File: src/rtl/alarm_rom_reader.sv
// alarm_rom_reader
// ----------------
// Avalon-MM read master for the Alarm on-chip program/data memory. A command
// (start word address + word count) is turned into a run of single-cycle read
// strobes. The returned words are buffered in a small FIFO and streamed out
// an Avalon-ST source with ready/valid backpressure and sop/eop framing.
//
// Ports:
//   clk, reset        single clock, asynchronous active-high reset
//   cmd_valid/ready   command handshake (ready only while idle)
//   cmd_addr          start word address (must be < MEM_WORDS)
//   cmd_len           word count, 0 is legal (completes with no reads)
//   busy              high whenever a command is in progress
//   done              one-cycle completion pulse
//   m_*               Avalon-MM master towards the memory slave (read only)
//   st_data/valid     streamed words, held stable while not accepted
//   st_ready          sink accept
//   st_sop/st_eop     first / last word of the command

module alarm_rom_reader #(
  parameter int ADDR_W       = 15,
  parameter int DATA_W       = 32,
  parameter int MEM_WORDS    = 25600,
  parameter int READ_LATENCY = 1,
  parameter int FIFO_DEPTH   = 4
) (
  input  logic              clk,
  input  logic              reset,

  input  logic              cmd_valid,
  output logic              cmd_ready,
  input  logic [ADDR_W-1:0] cmd_addr,
  input  logic [15:0]       cmd_len,
  output logic              busy,
  output logic              done,

  output logic [ADDR_W-1:0] m_address,
  output logic              m_chipselect,
  output logic              m_write,
  output logic [DATA_W-1:0] m_writedata,
  output logic [3:0]        m_byteenable,
  output logic              m_debugaccess,
  output logic              m_clken,
  input  logic [DATA_W-1:0] m_readdata,

  output logic [DATA_W-1:0] st_data,
  output logic              st_valid,
  input  logic              st_ready,
  output logic              st_sop,
  output logic              st_eop
);

  localparam logic [1:0] S_IDLE  = 2'd0;
  localparam logic [1:0] S_ISSUE = 2'd1;
  localparam logic [1:0] S_DRAIN = 2'd2;

  localparam int PTR_W = (FIFO_DEPTH > 1) ? $clog2(FIFO_DEPTH) : 1;
  localparam int CNT_W = $clog2(FIFO_DEPTH) + 1;

  localparam logic [ADDR_W-1:0] LAST_ADDR = ADDR_W'(MEM_WORDS - 1);
  localparam logic [CNT_W:0]    DEPTH_C   = (CNT_W + 1)'(FIFO_DEPTH);

  logic [1:0]              state;
  logic                    armed;
  logic [ADDR_W-1:0]       addr;
  logic [15:0]             remaining;
  logic                    first_pending;
  logic                    done_q;

  logic [READ_LATENCY-1:0] pipe_vld;
  logic [READ_LATENCY-1:0] pipe_sop;
  logic [READ_LATENCY-1:0] pipe_eop;
  logic [CNT_W-1:0]        inflight;

  logic [DATA_W-1:0]       fifo_data [FIFO_DEPTH];
  logic                    fifo_sop  [FIFO_DEPTH];
  logic                    fifo_eop  [FIFO_DEPTH];
  logic [PTR_W-1:0]        wr_ptr;
  logic [PTR_W-1:0]        rd_ptr;
  logic [CNT_W-1:0]        count;

  logic accept;
  logic credit_ok;
  logic issue;
  logic last_issue;
  logic tap;
  logic push;
  logic pop;
  logic eop_xfer;

  // Write side of the memory port is unused; these are constant.
  assign m_write       = 1'b0;
  assign m_writedata   = '0;
  assign m_byteenable  = 4'hF;
  assign m_debugaccess = 1'b0;
  assign m_clken       = 1'b1;

  // armed keeps cmd_ready low while reset is held and for the partial cycle
  // in which it is released.
  assign cmd_ready = armed && (state == S_IDLE);
  assign busy      = (state != S_IDLE);
  assign accept    = cmd_valid && cmd_ready;

  // Every issued read owns a FIFO slot from strobe until it is popped, so
  // the buffer can never overflow whatever the sink does.
  assign credit_ok  = (({1'b0, count} + {1'b0, inflight}) < DEPTH_C);
  assign issue      = (state == S_ISSUE) && (remaining != 16'd0) && credit_ok;
  assign last_issue = issue && (remaining == 16'd1);

  assign m_chipselect = issue;
  assign m_address    = issue ? addr : '0;

  assign tap  = pipe_vld[READ_LATENCY-1];
  assign push = tap;

  assign st_valid = (count != '0);
  assign pop      = st_valid && st_ready;

  // Head outputs are gated so they read zero whenever the buffer is empty
  // (including during reset, where the storage itself is not cleared).
  assign st_data = st_valid ? fifo_data[rd_ptr] : '0;
  assign st_sop  = st_valid && fifo_sop[rd_ptr];
  assign st_eop  = st_valid && fifo_eop[rd_ptr];

  assign eop_xfer = (state == S_DRAIN) && (inflight == '0) && pop && st_eop;

  // Zero-length commands complete from a register one cycle after accept;
  // normal commands complete combinationally on the eop transfer.
  assign done = done_q || eop_xfer;

  always_ff @(posedge clk or posedge reset) begin
    if (reset) begin
      state         <= S_IDLE;
      armed         <= 1'b0;
      addr          <= '0;
      remaining     <= '0;
      first_pending <= 1'b0;
      done_q        <= 1'b0;
    end else begin
      armed  <= 1'b1;
      done_q <= accept && (cmd_len == 16'd0);

      case (state)
        S_IDLE: begin
          if (accept) begin
            addr          <= cmd_addr;
            remaining     <= cmd_len;
            first_pending <= 1'b1;
            if (cmd_len != 16'd0) begin
              state <= S_ISSUE;
            end
          end
        end
        S_ISSUE: begin
          if (issue) begin
            addr          <= (addr == LAST_ADDR) ? '0 : addr + ADDR_W'(1);
            remaining     <= remaining - 16'd1;
            first_pending <= 1'b0;
            if (last_issue) begin
              state <= S_DRAIN;
            end
          end
        end
        S_DRAIN: begin
          if (eop_xfer) begin
            state <= S_IDLE;
          end
        end
        default: state <= S_IDLE;
      endcase
    end
  end

  // Read-latency shadow: each stage carries valid plus the sop/eop tags of
  // the read it represents, so framing travels with the data.
  always_ff @(posedge clk or posedge reset) begin
    if (reset) begin
      pipe_vld <= '0;
      pipe_sop <= '0;
      pipe_eop <= '0;
    end else begin
      pipe_vld[0] <= issue;
      pipe_sop[0] <= issue && first_pending;
      pipe_eop[0] <= last_issue;
      for (int i = 1; i < READ_LATENCY; i++) begin
        pipe_vld[i] <= pipe_vld[i-1];
        pipe_sop[i] <= pipe_sop[i-1];
        pipe_eop[i] <= pipe_eop[i-1];
      end
    end
  end

  always_ff @(posedge clk or posedge reset) begin
    if (reset) begin
      inflight <= '0;
    end else begin
      case ({issue, tap})
        2'b10:   inflight <= inflight + CNT_W'(1);
        2'b01:   inflight <= inflight - CNT_W'(1);
        default: inflight <= inflight;
      endcase
    end
  end

  // Storage needs no reset; validity is tracked by count.
  always_ff @(posedge clk) begin
    if (push) begin
      fifo_data[wr_ptr] <= m_readdata;
      fifo_sop[wr_ptr]  <= pipe_sop[READ_LATENCY-1];
      fifo_eop[wr_ptr]  <= pipe_eop[READ_LATENCY-1];
    end
  end

  always_ff @(posedge clk or posedge reset) begin
    if (reset) begin
      wr_ptr <= '0;
      rd_ptr <= '0;
      count  <= '0;
    end else begin
      if (push) begin
        wr_ptr <= wr_ptr + PTR_W'(1);
      end
      if (pop) begin
        rd_ptr <= rd_ptr + PTR_W'(1);
      end
      case ({push, pop})
        2'b10:   count <= count + CNT_W'(1);
        2'b01:   count <= count - CNT_W'(1);
        default: count <= count;
      endcase
    end
  end

endmodule
File: config.mk
export PLATFORM = sky130hd
export DESIGN_NAME = alarm_rom_reader
export DESIGN_NICKNAME = d
export VERILOG_FILES = /design/src/rtl/alarm_rom_reader.sv
export SDC_FILE = /design/constraint.sdc
export NUM_CORES = 1
export LEC_CHECK = 0
export ABC_AREA = 1
export CAP_MARGIN = 10
export CORE_MARGIN = 1
export CORE_UTILIZATION = 35
export CTS_CLUSTER_DIAMETER = 30
export CTS_CLUSTER_SIZE = 16
export DETAILED_ROUTE_END_ITERATION = 12
export GPL_TIMING_DRIVEN = 0
export HOLD_SLACK_MARGIN = 0.05
export MAX_ROUTING_LAYER = met4
export REMOVE_ABC_BUFFERS = 1
export SYNTH_ARGS = -nofsm -noshare
export SYNTH_HDL_FRONTEND = slang
export SYNTH_SLANG_ARGS = --single-unit
export TNS_END_PERCENT = 100
File: constraint.sdc
create_clock -name clk -period 2.12 [get_ports clk]
set_input_delay 0.53 -clock clk [delete_from_list [all_inputs] [get_ports clk]]
set_output_delay 0.53 -clock clk [all_outputs]
set_load 0.02 [all_outputs]
==> flow_summary.yaml <==
status:
  outcome: "finished with violations"
  violations: "negative setup slack"
logic_synthesis:
  syn_inst: 929
  syn_area_per_cell_um2: 9.510
  synth_cell_type_count: 32
  yosys.area.top_type_share_pct: 46.23
  yosysWarnings: 0
  synth_common_cells: "nor2_1 (194), nand2_1 (159), edfxtp_1 (136)"
  synth_ff_type: "edfxtp_1"
  synth-seq-cells: 185
  synth_top_area_cell: "edfxtp_1"
  synth_area_um2: 8835
  yosysSeqAreaShare_pct: 60.10
  synthTopCellsByArea: "edfxtp_1 (46%), dfrtp_1 (14%), nor2_1 (8.2%)"
  yosysMostFrequentCell: "nor2_1"
  async_reset_ff_share_pct: 26.49
  synth_edf_count: 136
finish:
  area_growth_pct: 47.09
  layout-drive-gt1-share_pct: 32.89
  final_cell_area_um2: 13000
  antenna_cells: 0
  nNetsFinal: 1205
  fillCellCount: 2156
  multi_input_comb_area_um2: 3819
  regArea_um2: 5319
global_routing:
  grt_pass1_wl_um: 37380
  antenna_found_initial: 0
  grt_usage_pct: 19.57
  grt_max_degree: 48
  grt_pass1_vias: 6754
  grt_overflow_total: 0
critical_path:
  r2r_slack_ns: -0.28
  crit_slowest_cell: "dfrtp_1"
  cp-start-kind: "flip-flop"
  cp.required_ns: 1.59
  cp_data_arrival_time_ns: 1.95
  crit_fanout: 7
  path_common_cell: "nor2_4"
  setup.worst_path.end_class: "primary output"
  crit_chain: "ha_1, nor2_1, nand3_2, nor2_4, buf_12, nand2_8, nor2_4, buf_6"
  path_class: "reg2out"
  slowest_delay_ns: 0.39
timing:
  fin_ws_ns: -0.3551
  fin_skew_ns: 0.01169
  max_freq_ghz: 0.4040
  period_needed_ns: 2.475
  slew_headroom_pct: 38.59
  worstMarginPinSlew_ns: 0.9198
  rsz0062_at_grt: "true"
  maxSlewViolCount: 0
  hold_viol_final: 0
  min_period_over_period_pct: 116.8
  finalSetupViolCount: 55
route:
  via_per_inst: 4.843
  firstDrtPassIters: 5
  drtAntennaViolNets: 0
  post_drt_wl_per_cell_um: 17.37
  drt_iter0_markers: 428
  wirelength_um: 25370
  num_vias: 7075
  drc_errors: 0
hold_path:
  min_path_type: "in2async"
pwr:
  vdd_ir_drop_max_uv: 739.7
  power_leakage_nw: 5.071
  power_per_cell_area_nw_per_um2: 1617
place:
  dp_slack_ns: -1.526
  port_buffers: 120
  dpl_cell_area_um2: 10220
  place.gp.congestion: 0.8274
  hpwlAfterDp_um: 12440
clock_network:
  clk_path_buf_depth: 2
  cts.sink_count: 185
  cts_tree: "done"
  clk_pin_slew_worst_paths_ns: 0.07
  cts_buffers: 17
  htree_levels: 4
  clk_latency_ns: 0.43
  root_buffer: "clkbuf_16"
flow_run:
  drv_cap: 0
die:
  ios: 160
  die_h_um: 160.9
  dieArea_um2: 25880
  die_x_um: 160.9
  num_rows: 57
  start_util_pct: 36.01
  core_um2: 24530
[registers in the layout, indices dropped and copies added (netlist names)]
signal / count
remaining: 16
wr_ptr: 2
inflight: 3
fifo_sop: 4
pipe_vld: 1
count: 3
done_q: 1
addr: 15
first_pending: 1
fifo_eop: 4
pipe_eop: 1
rd_ptr: 2
state: 2
fifo_data: 128
pipe_sop: 1
armed: 1
[final cells by class]
cell class                      count  area share [%]
Clock buffer                       17           3.274
Multi-Input combinational cell    639           29.39
Timing Repair inverter              6          0.8088
Clock inverter                     15           1.281
Inverter                           69           2.474
Sequential cell                   185           40.93
Tap cell                          324           3.120
Timing Repair Buffer              206           18.73
[stage by stage]
stage	cells	TNS (ns)	total power [mW]	utilization, %	hold WS (ns)
3_5_place_dp	1338	-89.59	12.80	41.67	0.4641
3_3_place_gp	1332	-216.63	12.58	41.14	0.4630
2_1_floorplan	888	-34.56	9.724	-	0.4465
6_report	1461	-13.25	21.02	52.97	0.4474
5_1_grt	1461	-18.47	22.20	52.97	0.4903
4_1_cts	1436	-15.57	18.70	48.75	0.4688
[where the power goes]
part	total [mW]	switching, mW	internal (mW)
logic	12.5	6.96	5.56
clock network	3.12	1.53	1.59
registers	5.37	0.591	4.78
[metal layers]
metal | part of all wire (%) | GRT usage (%)
met3 | 6.2 | 3.125
met2 | 50 | 32.11
met4 | 1.5 | 5.403
met5 | 0 | -
met1 | 43 | 25.04
[layout by cell type (no fill, tap or decap), types with 3 or more instances in the layout]
cell type / count
nand2_1: 152
edfxtp_1: 136
nor2_1: 87
clkdlybuf4s50_1: 66
nor2_4: 64
o21ai_1: 57
buf_4: 54
inv_1: 53
nor2_2: 50
dfrtp_1: 46
buf_6: 42
conb_1: 40
o21ai_0: 31
a21oi_1: 28
nand3_1: 25
o21ai_2: 22
clkbuf_16: 20
buf_12: 19
a21oi_2: 12
ha_1: 11
buf_16: 10
inv_2: 9
xor2_1: 9
buf_8: 9
nand2_2: 8
nand4_1: 8
inv_8: 8
nand3_2: 5
nand2_8: 4
nor4_1: 4
clkinv_4: 4
nand2_4: 3
clkinvlp_4: 3
or2_2: 3
inv_16: 3
nor3_1: 3
o211ai_2: 3
clkinv_8: 3
[cells by family after synthesis]
kind of cell	share of synthesized area, %
buffers and inverters	8.497
flip-flops	60.10
AND/OR/NAND/NOR	18.84
AO/OA/AOI/OAI	9.234
other	0.08501
adder cells (fa/ha/maj)	2.153
XOR/XNOR	1.091
[worst max-delay path, delay by kind of cell, from the launching register on]
family	cells	cell delay, ns
AND/OR/NAND/NOR	5	0.56
buffers and inverters	2	0.27
adder cells (fa/ha/maj)	1	0.29
flip-flops	1	0.39
[final timing paths]
check,startpoint,endpoint,cells past startpoint
max in group asynchronous,reset,state[1],3
max,inflight[2],m_address[8],8
min reg2reg,inflight[0],inflight[0],1
max reg2reg,inflight[1],inflight[2],13
min,reset,count[2],2
min in group clk,inflight[0],inflight[0],1
[what timing repair did]
| item | CTS | global route |
|---|---|---|
| setup buffers | 47 | 27 |
| pin swaps | 57 | 95 |
| hold buffers | 0 | 0 |
| setup endpoints to repair | 93 | 74 |
| gates cloned | 19 | 6 |
| gates resized for setup | 456 | 241 |
Power figures use the tool's default switching activity.
